==> src/rtl/event_encoder_8to3_pkg.sv <==
// Shared types and width helpers for the event encoder.
// FSM state encoding plus the clog2-derived index width.
package event_encoder_8to3_pkg;

  typedef enum logic {
    IDLE = 1'b0,
    HOLD = 1'b1
  } state_t;

  localparam int N_DEF = 8;

  function automatic int enc_width(input int n);
    return (n < 2) ? 1 : $clog2(n);
  endfunction

  localparam int W_DEF = enc_width(N_DEF);

endpackage

==> src/rtl/event_encoder_8to3_if.sv <==
// Valid/ready index port of the event encoder.
// master drives the index, slave returns ready.
interface event_encoder_8to3_if #(
  parameter int W = 3
) ();

  logic [W-1:0] y;
  logic         y_valid;
  logic         y_ready;

  modport master (
    output y,
    output y_valid,
    input  y_ready
  );

  modport slave (
    input  y,
    input  y_valid,
    output y_ready
  );

endinterface

==> src/rtl/event_encoder_8to3_prio_enc.sv <==
// Combinational priority encoder: vector in, index + any-set out.
// LSB_FIRST selects whether the lowest or highest set line wins.
module event_encoder_8to3_prio_enc
  import event_encoder_8to3_pkg::*;
#(
  parameter int N         = 8,
  parameter bit LSB_FIRST = 1'b0,
  localparam int W        = enc_width(N)
) (
  input  logic [N-1:0] vec,
  output logic [W-1:0] idx,
  output logic         any
);

  always_comb begin
    idx = '0;
    if (LSB_FIRST) begin
      for (int i = N - 1; i >= 0; i--) begin
        if (vec[i]) idx = W'(i);
      end
    end else begin
      for (int i = 0; i < N; i++) begin
        if (vec[i]) idx = W'(i);
      end
    end
  end

  assign any = |vec;

endmodule

==> src/rtl/event_encoder_8to3.sv <==
// Sticky event collector emitting one line index per valid/ready transfer.
// Pending lines clear only when their index is accepted.
module event_encoder_8to3
  import event_encoder_8to3_pkg::*;
#(
  parameter int N         = 8,
  parameter bit LSB_FIRST = 1'b0,
  localparam int W        = enc_width(N)
) (
  input  logic         clk,
  input  logic         rst,
  input  logic [N-1:0] d,
  input  logic         clr_ovr,
  output logic [N-1:0] pending,
  output logic         overrun,
  event_encoder_8to3_if.master yo
);

  state_t       state_q, state_d;
  logic [W-1:0] y_q, y_d;
  logic         yv_q, yv_d;
  logic [N-1:0] pend_q;
  logic [N-1:0] clr_mask;
  logic [N-1:0] rem;
  logic         ovr_q;
  logic         ovr_set;
  logic         xfer;
  logic [W-1:0] idx_p, idx_r;
  logic         any_p, any_r;

  assign xfer = yv_q & yo.y_ready;

  always_comb begin
    clr_mask = '0;
    for (int i = 0; i < N; i++) begin
      if (xfer && (y_q == W'(i))) clr_mask[i] = 1'b1;
    end
  end

  assign rem     = pend_q & ~clr_mask;
  assign ovr_set = |(d & rem);

  event_encoder_8to3_prio_enc #(
    .N         (N),
    .LSB_FIRST (LSB_FIRST)
  ) u_prio_pend (
    .vec (pend_q),
    .idx (idx_p),
    .any (any_p)
  );

  event_encoder_8to3_prio_enc #(
    .N         (N),
    .LSB_FIRST (LSB_FIRST)
  ) u_prio_rem (
    .vec (rem),
    .idx (idx_r),
    .any (any_r)
  );

  // HOLD ignores newer events until the held index is accepted
  always_comb begin
    state_d = state_q;
    y_d     = y_q;
    yv_d    = yv_q;
    unique case (state_q)
      IDLE: begin
        yv_d = 1'b0;
        if (any_p) begin
          y_d     = idx_p;
          yv_d    = 1'b1;
          state_d = HOLD;
        end
      end
      HOLD: begin
        if (xfer) begin
          if (any_r) begin
            y_d  = idx_r;
            yv_d = 1'b1;
          end else begin
            yv_d    = 1'b0;
            state_d = IDLE;
          end
        end
      end
      default: begin
        state_d = IDLE;
        yv_d    = 1'b0;
      end
    endcase
  end

  always_ff @(posedge clk or posedge rst) begin
    if (rst) begin
      state_q <= IDLE;
      y_q     <= '0;
      yv_q    <= 1'b0;
      pend_q  <= '0;
      ovr_q   <= 1'b0;
    end else begin
      state_q <= state_d;
      y_q     <= y_d;
      yv_q    <= yv_d;
      pend_q  <= rem | d;
      ovr_q   <= ovr_set | (ovr_q & ~clr_ovr);
    end
  end

  assign yo.y       = y_q;
  assign yo.y_valid = yv_q;
  assign pending    = pend_q;
  assign overrun    = ovr_q;

endmodule

==> src/flat_wrapper.sv <==
// flat-port wrapper written by rule: the top's interface ports become plain ports
module event_encoder_8to3_flat import event_encoder_8to3_pkg::*;
#(
  parameter int N         = 8,
  parameter bit LSB_FIRST = 1'b0,
  localparam int W        = enc_width(N)
)
  (clk, rst, d, clr_ovr, pending, overrun, yo_y, yo_y_valid, yo_y_ready);
  event_encoder_8to3_if #(.W(3)) yo_i ();
  input  logic clk;
  input  logic rst;
  input  logic [N-1:0] d;
  input  logic clr_ovr;
  output logic [N-1:0] pending;
  output logic overrun;
  output wire logic [$bits(yo_i.y)-1:0] yo_y;
  output wire logic [$bits(yo_i.y_valid)-1:0] yo_y_valid;
  input wire logic [$bits(yo_i.y_ready)-1:0] yo_y_ready;
  assign yo_y = yo_i.y;
  assign yo_y_valid = yo_i.y_valid;
  assign yo_i.y_ready = yo_y_ready;
  event_encoder_8to3 #(.N(N), .LSB_FIRST(LSB_FIRST)) u_core (.clk(clk), .rst(rst), .d(d), .clr_ovr(clr_ovr), .pending(pending), .overrun(overrun), .yo(yo_i));
endmodule
==> config.mk <==
export PLATFORM = sky130hd
export DESIGN_NAME = event_encoder_8to3_flat
export DESIGN_NICKNAME = d
export VERILOG_FILES = /design/src/rtl/event_encoder_8to3_pkg.sv /design/src/rtl/event_encoder_8to3_if.sv /design/src/rtl/event_encoder_8to3_prio_enc.sv /design/src/rtl/event_encoder_8to3.sv /design/src/flat_wrapper.sv
export SDC_FILE = /design/constraint.sdc
export NUM_CORES = 1
export LEC_CHECK = 0
export ABC_AREA = 1
export CAP_MARGIN = 20
export CORE_UTILIZATION = 42
export DETAILED_ROUTE_END_ITERATION = 16
export PLACE_DENSITY = 0.74
export SKIP_LAST_GASP = 1
export SLEW_MARGIN = 20
export SYNTH_ARGS = -nofsm -noshare
export SYNTH_HDL_FRONTEND = slang
export SYNTH_HIERARCHICAL = 1
export SYNTH_SLANG_ARGS = --single-unit
==> constraint.sdc <==
create_clock -name clk -period 1.48 [get_ports clk]
set_input_delay 0.444 -clock clk [delete_from_list [all_inputs] [get_ports clk]]
set_output_delay 0.444 -clock clk [all_outputs]
set_load 0.1 [all_outputs]
# Word level (Yosys, flattened, before mapping)
# Index checks and enable logic that the tools add are counted.
[word_totals] reg_bits=14 in_bits=12 output_inout_bits=13
[op_classes] n_eq_ne=10 muxes=32 bitwise_logic=9 n_reduce_logical=13
[op_table] operator="$mux 3" n=15
[op_table] operator="$reduce_or 8->1" n=3
[op_table] operator="$and 8x8->8" n=2
[op_table] operator="$mux 1" n=14
[op_table] operator="$eq 3x3->1 const B" n=4
[op_table] operator="$logic_and 1x1->1" n=8
[op_table] operator="$not 8->8" n=1
[op_table] operator="$or 8x8->8" n=1
[op_table] operator="$eq 3x2->1 const B" n=2
[op_table] operator="$pmux 3 s2" n=1
[op_table] operator="$ne 2x2->1 const B" n=2
[op_table] operator="$pmux 1 s2" n=2
[op_table] operator="$eq 3x1->1 const B" n=1
[op_table] operator="$logic_not 3->1" n=1
[op_table] operator="$reduce_and 3->1" n=1
[op_table] operator="$and 1x1->1" n=2
[op_table] operator="$ne 2x1->1 const B" n=1
[op_table] operator="$not 1->1" n=2
[op_table] operator="$or 1x1->1" n=1

# Logic depth before layout (Yosys ltp)
[logic_depth] depth_word=15 ltp_mapped=14

# Cells and area by module
# The synthesis kept the hierarchy.
[modules_own_cells] module="event_encoder_8to3" n_inst=1 cells_each=93 area_each_um2=730.7 seq_area_each_um2=350.3
[modules_own_cells] module="event_encoder_8to3_prio_enc" n_inst=2 cells_each=20 area_each_um2=77.6 seq_area_each_um2=0.0

# Worst setup path before layout
# No wires, ideal clock.
[synth_timing] path_kind="register to register" from="reg u_core.yv_q, in the netlist u_core/yo.y_valid" to="reg u_core.y_q[0], in the netlist u_core/yo.y[0]" setup_time_ps=130 arrival_time_ps=2205 t_required_ps=1350 slack_ps=-855 path_stages_with_launch=14 period_less_slack_ps=2335 path_cell_list="dfrtp_1 -> nand2_2 -> nor2_2 -> nand2_1 -> nand2_1 -> inv_1 -> inv_1 -> nand2_1 -> nor3_1 -> nand3_1 -> o21ai_2 -> nor2_4 -> nor2_1 -> a31oi_1"
[synth_via] word_cells_on_any_way=33
[synth_lines] item="start: declaration" line_no="event_encoder_8to3.sv:21" source="logic yv_q, yv_d;"
[synth_lines] item="start signal: assignment" line_no="event_encoder_8to3.sv:103" source="yv_q <= yv_d;"
[synth_lines] item="$and 1x1->1" line_no="event_encoder_8to3.sv:31" source="assign xfer = yv_q & yo.y_ready;"
[synth_lines] item="$logic_and 1x1->1" line_no="event_encoder_8to3.sv:36" source="if (xfer && (y_q == W'(i))) clr_mask[i] = 1'b1;"
[synth_lines] item="$mux 1" line_no="event_encoder_8to3.sv:36"
[synth_lines] item="$not 8->8" line_no="event_encoder_8to3.sv:40" source="assign rem = pend_q & ~clr_mask;"
[synth_lines] item="$and 8x8->8" line_no="event_encoder_8to3.sv:40"
[synth_lines] item="net u_core.rem[3]" line_no="event_encoder_8to3.sv:24" source="logic [N-1:0] rem;"
[synth_lines] item="$reduce_or 8->1" line_no="event_encoder_8to3_prio_enc.sv:28" source="assign any = |vec;"
[synth_lines] item="net u_core.any_r" line_no="event_encoder_8to3.sv:29" source="logic any_p, any_r;"
[synth_lines] item="$ne 2x2->1 (no source line)"
[synth_lines] item="$reduce_and 3->1 (no source line)"
[synth_lines] item="end signal: assignment" line_no="event_encoder_8to3.sv:102" source="y_q <= y_d;"
[synth_lines] item="end: declaration" line_no="event_encoder_8to3.sv:20" source="logic [W-1:0] y_q, y_d;"
# The timed path passes the listed nets, and every way through them passes these cells. The select of a mux whose other input is x is not followed.
# A chain may end at the register's enable or synchronous reset.

# Worst setup path in the final report
[layout_timing] from="reg u_core.y_q[2], in the netlist u_core/yo.y[2]" to="reg u_core.y_q[2], in the netlist u_core/yo.y[2]"
[layout_via] word_cells_on_any_way=37
[layout_lines] item="$eq 3x2->1" line_no="event_encoder_8to3.sv:36"
[layout_lines] item="$logic_and 1x1->1" line_no="event_encoder_8to3.sv:36"
[layout_lines] item="$mux 1" line_no="event_encoder_8to3.sv:36"
[layout_lines] item="$not 8->8" line_no="event_encoder_8to3.sv:40"
[layout_lines] item="$and 8x8->8" line_no="event_encoder_8to3.sv:40"
[layout_lines] item="net u_core.rem[3]" line_no="event_encoder_8to3.sv:24"
[layout_lines] item="$reduce_or 8->1" line_no="event_encoder_8to3_prio_enc.sv:28"
[layout_lines] item="net u_core.any_r" line_no="event_encoder_8to3.sv:29"
[layout_lines] item="$ne 2x2->1 (no source line)"
[layout_lines] item="$reduce_and 3->1 (no source line)"
# The timed path passes the listed nets, and every way through them passes these cells. The select of a mux whose other input is x is not followed.

==> results_dict.tcl <==
set metrics [dict create \
    drc_errors 0 \
    grt_util_all_layers_pct 23.5 \
    cp_max_fo 6 \
    violations "negative setup slack" \
    yosys_register_bits 14 \
    htreeDepth 1 \
    path_clk_slew_ps 90 \
    avgSynthCellArea_um2 6.66 \
    hold_violations 0 \
    grt_pass1_vias 893 \
    status "complete, but fails checks" \
    fin_skew_ps 3.14 \
    vias 969 \
    cts_tree "yes" \
    hold_buffers 0 \
    drive_above_1_share_pct 38.9 \
    yosys_warnings 6 \
    post-route-period-util_pct 118 \
    core_um2 1980 \
    drv_cap 0 \
    yosys-top-cells-area "dfrtp_1 (40%), nand2_1 (19%), inv_1 (11%)" \
    start_util_pct 44.7 \
    synth_cell_type_count 18 \
    finalSetupTns_ps -1340 \
    antennaDiodeCount 0 \
    reg2reg_slack_ps -260 \
    gr-total-overflow 0 \
    powerDensity_nw_per_um2 418 \
    final_nets 199 \
    yosysTopAreaCell "dfrtp_1" \
    drt_iter0_drc 19 \
    die_area_um2 2300 \
    via_per_inst 4.57 \
    worstMarginPinSlew_ps 221 \
    clock_sinks 14 \
    cp-start-kind "flip-flop" \
    grt_pass1_wl_mm 3.68 \
    cts-root-buf "clkbuf_4" \
    drt_pass1_iterations 4 \
    ys_seq_area_share_pct 39.5 \
    ys_async_sr_fraction_pct 100 \
    endpoint_kind "flip-flop" \
    leakage_nw 0.817 \
    synth_edf_count 0 \
    fin_crit_ps 1740 \
    die_y_um 47.9 \
    synth_top_area_share_pct 39.5 \
    syn_area_um2 886 \
    ant_nets 0 \
    dp.final_hpwl_mm 1.86 \
    maxSlewHeadroom_pct 85.2 \
    cp.arrival_ps 1910 \
    wl_per_cell_um 11.5 \
    io_pins 25 \
    cts_buffer_depth 2 \
    max_freq_ghz 0.573 \
    synth_cells 133 \
    utilization_pct 79.7 \
    cp.required_ps 1650 \
    die_width_um 47.9 \
    drt-total-wl_mm 2.43 \
    syn2layout_area_growth_pct 78.2 \
    hp-class "primary input to async pin" \
    antenna_found_initial 0 \
    cts_buffers 3 \
    gp_congestion 0.852 \
    grt_max_degree 15 \
    critPathKind "flip-flop to flip-flop" \
    ir_worst_vdd_v 0.000496 \
    final-setup-viol-count 9 \
    port_buffers 24 \
    rows 16 \
    postLayoutSetupSlackWorst_ps -265 \
    rsz0062_at_grt "yes" \
    synth_common_cells "nand2_1 (46), inv_1 (27), dfrtp_1 (14)" \
    clkLatencyLatePin_ps 290 \
    synth_ff_type "dfrtp_1" \
    slew_viol_final 0 \
    syn_nets 145 \
    synth.most_common_cell "nand2_1" \
]
[where the power goes]
part           internal [mW]  total [mW]  switching (mW)
registers              0.382       0.382       0.0000559
clock network         0.0946       0.225           0.131
logic                 0.0317      0.0525          0.0208
total                  0.508       0.660           0.151
[per-layer routing]
| layer | vias to the layer above | GRT usage [%] | part of all wire (%) |
|---|---|---|---|
| met5 | - | 0 | 0 |
| li1 | 500 | - | - |
| met2 | 20 | 38.9 | 51 |
| met4 | 0 | 11.1 | 1.1 |
| met1 | 445 | 29.1 | 46 |
| met3 | 4 | 4.53 | 2.3 |
[path summary, 6_finish.rpt]
check / start / end / cells past startpoint
max: u_core/yo.y[2] / u_core/yo.y[2] / 12
min: rst / u_core/yo.y_valid / 3
max reg2reg: u_core/yo.y[2] / u_core/yo.y[2] / 12
min reg2reg: u_core/state_q / u_core/yo.y[1] / 2
max in group asynchronous: rst / u_core/pending[3] / 3
min in group clk: u_core/state_q / u_core/yo.y[1] / 2
[placed cells by master, fill, tap and decap left out, types with 3 or more instances in the layout]
master and instances:
nor2_4 4, nor2_2 4, or2_1 7, nand3_1 9, clkbuf_4 3, nand2_2 4
clkdlybuf4s50_1 10, buf_6 6, nor2_1 8, buf_12 13, dfrtp_4 4, a31oi_1 3
buf_4 19, dfrtp_2 4, inv_1 24, dfrtp_1 6, inv_2 5, nand2_1 42
[kinds of logic after synthesis]
family          Yosys count  synth area share, %
simple gates             82                 41.4
flops                    14                 39.5
buf+inv                  29                 12.3
compound gates            8                 6.78
[metrics by stage]
step | cell area, µm² | hold slack, ps | instances | power [mW] | setup slack (ps)
final | 1580 | 451 | 212 | 0.660 | -265
after global routing | 1580 | 483 | 212 | 0.685 | -395
after CTS | 1550 | 454 | 212 | 0.669 | -249
after detailed placement | 1490 | 594 | 206 | 0.444 | -785
after global placement | 1490 | 579 | 206 | 0.442 | -744
after floorplan | 916 | 333 | 133 | 0.405 | -327
[layout make-up]
type | instances | area, µm²
multi-input cells | 90 | 464
well taps | 27 | 33.8
inverters | 29 | 109
repair buffers | 49 | 579
flip-flops and latches | 14 | 370
clock buffers | 3 | 22.5
fillers | 124 | 403
[critical path: stages, from the launching register on]
cell and delay [ps]:
dfrtp_4 510, nor2_4 160, nand2_2 90, nand2_2 70, inv_2 40, inv_2 50
nand2_2 60, nor3_2 100, nand3_1 100, o21ai_2 210, nor2_4 70, nor2_1 110
a31oi_1 50
[sequential cells by signal, summed over array words and instances (netlist names)]
register and count:
u_core/overrun 1, u_core/yo.y 3, u_core/yo.y_valid 1, u_core/pending 8, u_core/state_q 1
[repair_timing]
| action | CTS | global route |
|---|---|---|
| endpoints found under the setup margin | 14 | 13 |
| resized for setup | 10 | 9 |
| pin swaps | 3 | 3 |
| endpoints found under the hold margin | 0 | 0 |
| setup buffers | 3 | 0 |
No activity file was read; power rests on OpenSTA's default activity.
